--- config.mk ---
export PLATFORM = sky130hd
export DESIGN_NAME = scan_test_controller
export DESIGN_NICKNAME = d
export VERILOG_FILES = /design/src/rtl/scan_test_controller.sv
export SDC_FILE = /design/constraint.sdc
export NUM_CORES = 1
export LEC_CHECK = 0
export BUFFER_PORTS_ARGS = -buffer_cell sky130_fd_sc_hd__buf_2
export CORE_MARGIN = 8
export CORE_UTILIZATION = 54
export DETAILED_ROUTE_END_ITERATION = 8
export PLACE_DENSITY = 0.88
export SYNTH_ARGS = -nofsm -noshare
export SYNTH_HDL_FRONTEND = slang
export SYNTH_SLANG_ARGS = --single-unit
--- constraint.sdc ---
create_clock -name clk -period 2.4 [get_ports clk]
set_input_delay 0.48 -clock clk [delete_from_list [all_inputs] [get_ports clk]]
set_output_delay 0.48 -clock clk [all_outputs]
set_load 0.02 [all_outputs]
--- src/rtl/scan_test_controller.sv ---
// Full-scan test sequencer: per pattern load chain, one capture cycle, unload overlapped with next load.
// Optional SCAN_MISR_EN adds a 16-bit response MISR (x^16+x^12+x^5+1) on the signature port.
module scan_test_controller #(
    parameter int CHAIN_LEN    = 3,
    parameter int MAX_PATTERNS = 16,
    parameter int CNT_W        = 5
) (
    input  logic                 clk,
    input  logic                 rst,
    input  logic                 start,
    input  logic [CNT_W-1:0]     num_patterns,
    input  logic                 pat_valid,
    output logic                 pat_ready,
    input  logic [CHAIN_LEN-1:0] pat_data,
    input  logic                 pat_pi,
    input  logic [CHAIN_LEN-1:0] pat_exp,
    input  logic                 scan_out,
    output logic                 scan_enable,
    output logic                 scan_in,
    output logic                 dut_inp,
    output logic                 busy,
    output logic                 done,
    output logic                 fail,
    output logic [CNT_W-1:0]     fail_count,
    output logic [CNT_W-1:0]     pat_idx,
    output logic [15:0]          signature
);
    localparam int PTR_W = $clog2(CHAIN_LEN);
    localparam logic [PTR_W-1:0] PTR_TOP = PTR_W'(CHAIN_LEN - 1);
    localparam logic [CNT_W-1:0] MAX_CNT = CNT_W'(MAX_PATTERNS);

    typedef enum logic [2:0] {IDLE, FETCH, SHIFT, CAPTURE, FLUSH, DONE} state_t;

    state_t               state_q, state_d;
    logic [PTR_W-1:0]     ptr_q, ptr_d;
    logic [CNT_W-1:0]     num_q, num_d;
    logic [CNT_W-1:0]     pat_idx_q, pat_idx_d;
    logic [CNT_W-1:0]     fail_count_q, fail_count_d;
    logic [CHAIN_LEN-1:0] load_q, load_d;
    logic [CHAIN_LEN-1:0] load_exp_q, load_exp_d;
    logic [CHAIN_LEN-1:0] pend_exp_q, pend_exp_d;
    logic [CHAIN_LEN-1:0] resp_q, resp_d;
    logic                 load_pi_q, load_pi_d;
    logic                 pend_q, pend_d;
    logic                 fail_q, fail_d;
    logic                 pat_ready_q, pat_ready_d;
    logic                 scan_enable_q, scan_enable_d;
    logic                 scan_in_q, scan_in_d;
    logic                 dut_inp_q, dut_inp_d;
    logic                 busy_q, busy_d;
    logic                 done_q, done_d;
    logic                 unload, compare;

    always_comb begin
        state_d      = state_q;
        ptr_d        = ptr_q;
        num_d        = num_q;
        pat_idx_d    = pat_idx_q;
        fail_count_d = fail_count_q;
        load_d       = load_q;
        load_exp_d   = load_exp_q;
        load_pi_d    = load_pi_q;
        pend_exp_d   = pend_exp_q;
        resp_d       = resp_q;
        pend_d       = pend_q;
        fail_d       = fail_q;
        done_d       = 1'b0;
        unload       = 1'b0;
        compare      = 1'b0;

        case (state_q)
            IDLE: begin
                if (start) begin
                    fail_d       = 1'b0;
                    fail_count_d = '0;
                    pat_idx_d    = '0;
                    pend_d       = 1'b0;
                    num_d        = (num_patterns > MAX_CNT) ? MAX_CNT : num_patterns;
                    if (num_patterns == '0) done_d = 1'b1;
                    else                    state_d = FETCH;
                end
            end
            FETCH: begin
                if (pat_valid) begin
                    load_d     = pat_data;
                    load_pi_d  = pat_pi;
                    load_exp_d = pat_exp;
                    ptr_d      = PTR_TOP;
                    state_d    = SHIFT;
                end
            end
            SHIFT: begin
                // Unload of the previous response rides along with the load.
                unload = pend_q;
                if (ptr_q == '0) begin
                    compare = pend_q;
                    state_d = CAPTURE;
                end else begin
                    ptr_d = ptr_q - 1'b1;
                end
            end
            CAPTURE: begin
                pend_d     = 1'b1;
                pend_exp_d = load_exp_q;
                pat_idx_d  = pat_idx_q + 1'b1;
                if (pat_idx_d == num_q) begin
                    ptr_d   = PTR_TOP;
                    state_d = FLUSH;
                end else begin
                    state_d = FETCH;
                end
            end
            FLUSH: begin
                unload = 1'b1;
                if (ptr_q == '0) begin
                    compare = 1'b1;
                    pend_d  = 1'b0;
                    state_d = DONE;
                end else begin
                    ptr_d = ptr_q - 1'b1;
                end
            end
            DONE:    state_d = IDLE;
            default: state_d = IDLE;
        endcase

        if (unload) resp_d[ptr_q] = scan_out;
        if (compare && (resp_d != pend_exp_q)) begin
            fail_d = 1'b1;
            if (fail_count_q != '1) fail_count_d = fail_count_q + 1'b1;
        end

        // Outputs are decoded from the next state so the registered copies line up with state_q.
        pat_ready_d   = (state_d == FETCH);
        scan_enable_d = (state_d == SHIFT) || (state_d == FLUSH);
        scan_in_d     = (state_d == SHIFT) && load_d[ptr_d];
        dut_inp_d     = (state_d == CAPTURE) && load_pi_q;
        busy_d        = state_d inside {FETCH, SHIFT, CAPTURE, FLUSH};
        if (state_d == DONE) done_d = 1'b1;
    end

    always_ff @(posedge clk or negedge rst) begin
        if (!rst) begin
            state_q       <= IDLE;
            ptr_q         <= '0;
            num_q         <= '0;
            pat_idx_q     <= '0;
            fail_count_q  <= '0;
            load_q        <= '0;
            load_exp_q    <= '0;
            load_pi_q     <= 1'b0;
            pend_exp_q    <= '0;
            resp_q        <= '0;
            pend_q        <= 1'b0;
            fail_q        <= 1'b0;
            pat_ready_q   <= 1'b0;
            scan_enable_q <= 1'b0;
            scan_in_q     <= 1'b0;
            dut_inp_q     <= 1'b0;
            busy_q        <= 1'b0;
            done_q        <= 1'b0;
        end else begin
            state_q       <= state_d;
            ptr_q         <= ptr_d;
            num_q         <= num_d;
            pat_idx_q     <= pat_idx_d;
            fail_count_q  <= fail_count_d;
            load_q        <= load_d;
            load_exp_q    <= load_exp_d;
            load_pi_q     <= load_pi_d;
            pend_exp_q    <= pend_exp_d;
            resp_q        <= resp_d;
            pend_q        <= pend_d;
            fail_q        <= fail_d;
            pat_ready_q   <= pat_ready_d;
            scan_enable_q <= scan_enable_d;
            scan_in_q     <= scan_in_d;
            dut_inp_q     <= dut_inp_d;
            busy_q        <= busy_d;
            done_q        <= done_d;
        end
    end

    assign pat_ready   = pat_ready_q;
    assign scan_enable = scan_enable_q;
    assign scan_in     = scan_in_q;
    assign dut_inp     = dut_inp_q;
    assign busy        = busy_q;
    assign done        = done_q;
    assign fail        = fail_q;
    assign fail_count  = fail_count_q;
    assign pat_idx     = pat_idx_q;

`ifdef SCAN_MISR_EN
    logic [15:0] misr_q, misr_d;

    always_comb begin
        misr_d = misr_q;
        if (state_q == IDLE && start) begin
            misr_d = 16'hFFFF;
        end else if (unload) begin
            misr_d = {misr_q[14:0], 1'b0} ^ ((misr_q[15] ^ scan_out) ? 16'h1021 : 16'h0000);
        end
    end

    always_ff @(posedge clk or negedge rst) begin
        if (!rst) misr_q <= '0;
        else      misr_q <= misr_d;
    end

    assign signature = misr_q;
`else
    assign signature = '0;
`endif

endmodule

Yosys cells after proc, flatten, opt, wreduce, memory -nomap -nowiden
Cells that the tools add are included.
{"block": "totals", "elab_cells": 97, "regBits": 41, "out_inout_bits": 33}
{"block": "op_classes", "n_eq_ne": 14, "n_reduce_logical": 19, "add_sub_neg": 3, "order_cmp": 4, "n_mux": 39}
{"op": "two-way mux 5 bit", "count": 6}
{"op": "two-way mux 3 bit", "count": 9}
{"op": "one-hot mux 3 bit (5 select lines)", "count": 1}
{"op": "equality test 3 x 2 -> 1 bit, second input constant", "count": 4}
{"op": "two-way mux 1 bit", "count": 12}
{"op": "adder 5 x 1 -> 5 bit, second input constant", "count": 2}
{"op": "one-hot mux 5 bit (2 select lines)", "count": 1}
{"op": "equality test 3 bit, second input constant", "count": 3}
{"op": "AND reduction 2 bit", "count": 4}
{"op": "equality test 3 x 1 -> 1 bit, second input constant", "count": 2}
{"op": "< comparator 2 x 3 -> 1 bit, second input constant", "count": 2}
{"op": "two-way mux 2 bit", "count": 3}
{"op": "one-hot mux 2 bit (3 select lines)", "count": 1}
{"op": "nonzero test 2 bit", "count": 3}
{"op": "equality test 5 bit", "count": 1}
{"op": "> comparator 5 bit, second input constant", "count": 1}
{"op": "zero test 5 bit", "count": 1}
{"op": "!= test 5 bit, second input constant", "count": 1}
{"op": "logical AND 1 bit", "count": 4}
{"op": "!= test 2 bit, second input constant", "count": 2}
{"op": "one-hot mux 1 bit (2 select lines)", "count": 2}
{"op": "nonzero test 4 bit", "count": 1}
{"op": "bitwise mux 3 bit", "count": 1}
{"op": "zero test 3 bit", "count": 1}
{"op": "other kinds (11)", "count": 11}

Longest topological paths before layout
{"block": "depth", "depth_word": 10, "mapped_depth": 8, "depth_no_buf": 7}

Worst setup path after synthesis
Ideal clock, no wire load.
{"block": "synth_timing", "path_type": "reg-to-reg", "startpoint": "register pat_idx_q[0] (netlist: pat_idx[0])", "endpoint": "register dut_inp_q (netlist: dut_inp)", "path_buffers": 0, "setup_time_ns": 0.120, "period_less_slack_ns": 2.202, "arrival_ns": 2.082, "required_ns": 2.280, "path_stages_with_launch": 7, "slack_ns": 0.198, "cell_sequence": "dfrtp_1 -> ha_1 -> xor3_1 -> nor3_1 -> nand3_1 -> a221o_1 -> and3_1"}
{"block": "synth_between", "elab_chain_cells": 6}
{"element": "start: declaration", "line_no": "37", "rtl": "logic [CNT_W-1:0] pat_idx_q, pat_idx_d;"}
{"element": "start signal: assignment", "line_no": "166", "rtl": "pat_idx_q <= pat_idx_d;"}
{"element": "adder 5 x 1 -> 5 bit", "line_no": "105", "rtl": "pat_idx_d = pat_idx_q + 1'b1;"}
{"element": "equality test 5 bit", "line_no": "106", "rtl": "if (pat_idx_d == num_q) begin"}
{"element": "two-way mux 3 bit", "line_no": "106"}
{"element": "one-hot mux 3 bit (5 select lines)", "line_no": "71", "rtl": "case (state_q)"}
{"element": "named net state_d[0]", "line_no": "34", "rtl": "state_t state_q, state_d;"}
{"element": "equality test 3 x 2 -> 1 bit", "line_no": "137", "rtl": "dut_inp_d = (state_d == CAPTURE) && load_pi_q;"}
{"element": "logical AND 1 bit", "line_no": "137"}
{"element": "named net dut_inp_d", "line_no": "49", "rtl": "logic dut_inp_q, dut_inp_d;"}
{"element": "end signal: assignment", "line_no": "178", "rtl": "dut_inp_q <= dut_inp_d;"}
{"element": "end: declaration", "line_no": "49"}
The timed path passes the listed nets, and every way through them passes these cells.
A chain may end at the register's enable or synchronous reset.

Worst setup path in the final report
{"block": "layout_timing", "startpoint": "register pat_idx_q[0] (netlist: pat_idx[0])", "endpoint": "register busy_q (netlist: busy)"}
{"block": "layout_between", "elab_chain_cells": 6}
{"element": "adder 5 x 1 -> 5 bit (*)", "line_no": "105"}
{"element": "equality test 5 bit (*)", "line_no": "106"}
{"element": "two-way mux 3 bit (*)", "line_no": "106"}
{"element": "one-hot mux 3 bit (5 select lines) (*)", "line_no": "71"}
{"element": "named net state_d[0]", "line_no": "34"}
{"element": "equality test 3 x 1 -> 1 bit (tied with other cells)", "line_no": "138", "rtl": "busy_d = state_d inside {FETCH, SHIFT, CAPTURE, FLUSH};"}
{"element": "nonzero test 4 bit (*)", "line_no": "138"}
{"element": "named net busy_d", "line_no": "50", "rtl": "logic busy_q, busy_d;"}
{"element": "end signal: assignment", "line_no": "179", "rtl": "busy_q <= busy_d;"}
{"element": "end: declaration", "line_no": "50"}
The timed path passes the listed nets; every way through them passes the cells marked *.

==> results by group <==
Timing
  – Final worst-path cycle share: 94.1%
  – Worst-Margin Slew: 0.897 ns
  – Final-report hold violation count: 0
  – Highest clock rate: 0.443 GHz
  – Final setup fails: 0
  – Final min period: 2.26 ns
  – RSZ-0062 raised after global routing: no
  – Max-Slew Margin vs Limit: 40.2%
  – Clk_skew: 0.00549 ns
  – Final Max Tran Viols: 0
  – Fin Setup TNS: 0 ns

Status
  – Outcome: complete, no violations

Clock network
  – CTS max path bufs: 2
  – CTS tree: done
  – Total CTS buffers: 5
  – Sink Count: 41
  – Post-CTS Setup Repair Bufs: 0
  – H-tree level count: 2
  – Worst-Skew Late Latency: 0.29 ns
  – Clock Root Buffer: clkbuf_8
  – Clock Pin Slew Worst Setup and Hold Paths: 0.08 ns

Yosys
  – Cell variety after synth: 55
  – Avg Cell Area, Syn: 10.7 µm²
  – Share of synthesized area occupied by flip-flops and latches: 45.4%
  – Number of synthesized register bits: 41
  – Ys flop type: dfrtp_1
  – Cells after synthesis: 212
  – Synth Cell Area: 2260 µm²
  – Yosys warns: 0
  – Async SR Flop Fraction: 100%
  – Post-synth EDFFs: 0

Detailed routing
  – DRC viols: 0
  – Router iterations before antenna repair: 4
  – WL/cell: 15.5 µm
  – Post-Route WL: 4650 µm
  – DR iter-0 viols: 96
  – Antenna viol nets, final: 0
  – Via density per instance: 5.39
  – Via Count: 1622

Pwr
  – VDD IR max: 0.742 mV
  – Switching fraction of total power: 40.6%
  – P per Cell Area: 1200 nW/µm²
  – Power Internal: 1.81 mW
  – P_leak: 1.28 nW
  – P_sw: 1.24 mW
  – Logic pwr share: 45.8%
  – Flop pwr share: 37.8%
  – Clock share of power: 16.3%

Critical path
  – CP top delay family: XOR/XNOR gates
  – Worst path bufs/invs: 0
  – Crit-path max cell delay: 0.45 ns
  – Critical path arrival: 2.48 ns
  – Endpoint class of the critical path: flip-flop
  – Worst R2R Path Depth: 7
  – Crit-path cells: ha_1 > xor3_1 > nor3_2 > nand3_1 > a221o_1 > nor2_2 > xnor2_1
  – Crit path kind: reg2reg
  – WP depth: 7
  – Crit path max-delay cell type: xor3_1
  – Crit path max fanout: 6
  – Critical Path RT: 2.62 ns
  – CP Launch Type: flip-flop

Floorplan
  – Full die area: 6510 µm²
  – I/O pins: 50
  – Num rows: 23
  – Die height: 80.7 µm
  – Die Wd: 80.7 µm
  – Core box area: 4030 µm²
  – Initial Util: 56.1%

Min path
  – Hold crit path type: in2async

Global routing
  – Largest net degree at the start of global routing: 42
  – First-pass GRT wire length: 7960 µm
  – Vias in the first global route: 1722
  – GRT Residual Overflow: 0
  – GRT Overall Usage: 15.6%
  – Initial antenna violation count: 0

Cells and area
  – Antenna fix cells: 0
  – Sequential cell area: 1030 µm²
  – Layout Cells excl Fill: 301
  – Layout cells sized above 1: 27.9%
  – Fill count: 352
  – Area grow syn2layout: 12.5%
  – Area of the multi-input gates: 1120 µm²
  – Final Net Count: 270

Placed design
  – Hpwl dp: 3470 µm
  – RePlAce Congestion: 0.897
  – Number of port buffers: 33
  – Post-placement cell count: 293

Run
  – Max Cap Violations: 0
==> layout make-up <==
| type | instances | share of cell area (%) |
|---|---|---|
| inverter | 6 | 0.886 |
| clock inverter | 1 | 0.197 |
| clock buffer | 7 | 3.79 |
| multi-input combinational | 157 | 44.0 |
| sequential | 41 | 40.4 |
| tap | 50 | 2.46 |
| timing repair buffer | 39 | 8.27 |
==> synth_stat cells, types with 2 or more instances <==
| master | count | area, µm² |
|---|---|---|
| clkbuf_1 | 3 | 11.3 |
| a21oi_1 | 4 | 20.0 |
| xnor2_1 | 4 | 35.0 |
| and3_1 | 4 | 25.0 |
| xor2_1 | 2 | 17.5 |
| nor3b_1 | 2 | 15.0 |
| inv_1 | 6 | 22.5 |
| xor2_2 | 3 | 48.8 |
| mux2i_1 | 7 | 70.1 |
| nand2_1 | 25 | 93.8 |
| a22oi_1 | 2 | 15.0 |
| ha_1 | 3 | 37.5 |
| nor2b_1 | 2 | 12.5 |
| buf_2 | 3 | 15.0 |
| nor2_1 | 11 | 41.3 |
| nor3_1 | 4 | 20.0 |
| buf_4 | 17 | 128 |
| o22ai_1 | 2 | 12.5 |
| o211ai_1 | 2 | 15.0 |
| nand2b_1 | 7 | 43.8 |
| dfrtp_1 | 41 | 1030 |
| o31ai_1 | 2 | 15.0 |
| xnor3_1 | 2 | 45.0 |
| and2_1 | 2 | 12.5 |
| mux2_2 | 10 | 113 |
| o21ai_0 | 13 | 65.1 |
==> registers in the layout, summed over array words and instances (netlist names), 2 cells and up <==
signal      cells
load_q          3
ptr_q           2
load_exp_q      3
pend_exp_q      3
fail_count      5
pat_idx         5
resp_q          3
state_q         3
num_q           5
==> logic make-up (layout without fill, tap and decap cells) <==
kind of cell / count (synthesis) / count (layout) / share of synthesized area (%)
adders and majority gates: 3 / 3 / 1.66
and+or+nand+nor: 70 / 70 / 17.1
muxes: 18 / 18 / 8.75
other: 1 / 16 / 0.166
AOI/OAI and AO/OA: 38 / 38 / 11.6
xor gates and xnor gates: 12 / 12 / 7.53
DFF: 41 / 41 / 45.4
buffers and inverters: 29 / 53 / 7.81
==> what timing repair did <==
item / CTS / global route
resized for setup: 0 / 1
hold buffers: 0 / 0
endpoints found under the setup margin: 0 / 2
==> worst register-to-register path: cells and delay by family (launching register included) <==
kind | cells | cell delay (ns)
XOR/XNOR | 2 | 0.57
AND/OR/NAND/NOR | 3 | 0.48
AO/OA/AOI/OAI | 1 | 0.45
flip-flops | 1 | 0.44
adder cells (fa/ha/maj) | 1 | 0.24
==> layer usage <==
metal	vias to the layer above	track usage [%]	part of all wire, %
li1	771	-	-
met1	775	19.1	42
met2	67	24.5	49
met3	9	3.79	6.8
met4	0	8.75	2.8
met5	-	0	0
==> final timing paths <==
check,slack [ns],end,start
setup / recovery,0.14,busy,pat_idx[0]
hold / removal,0.31,fail_count[1],rst
setup reg to reg,0.14,busy,pat_idx[0]
hold reg to reg,0.49,pend_exp_q[1],load_exp_q[1]
max in group asynchronous,1.53,load_pi_q,rst
min in group clk,0.41,load_pi_q,pat_pi
==> power by group through the flow <==
stage | clock network, mW | logic (mW) | registers [mW]
after global routing | 0.551 | 1.54 | 1.19
after CTS | 0.509 | 1.39 | 1.16
after detailed placement | 0 | 1.37 | 1.17
after floorplan | 0 | 1.01 | 1.19
after global placement | 0 | 1.33 | 1.15
final | 0.498 | 1.40 | 1.15
==> through the flow <==
step	power, mW	hold WS [ns]	area, µm²	setup WS [ns]	utilization, %
4_1_cts	3.05	0.339	2540	0.0839	63.0
3_5_place_dp	2.54	0.477	2430	0.100	60.4
5_1_grt	3.28	0.376	2540	0.0219	63.1
2_1_floorplan	2.20	0.184	2320	0.198	-
3_3_place_gp	2.48	0.477	2430	0.244	60.4
6_report	3.05	0.312	2540	0.141	63.1
==> layout by cell type, fill, tap and decap left out, types with 6 or more instances in the layout <==
| master | n |
|---|---|
| dfrtp_1 | 41 |
| buf_2 | 33 |
| nand2_1 | 25 |
| conb_1 | 16 |
| o21ai_0 | 13 |
| nor2_1 | 11 |
| mux2_2 | 10 |
| nand2b_1 | 7 |
| mux2i_1 | 7 |
| clkbuf_8 | 7 |
| inv_1 | 6 |
| buf_4 | 6 |
(Power assumes the default switching activity.)
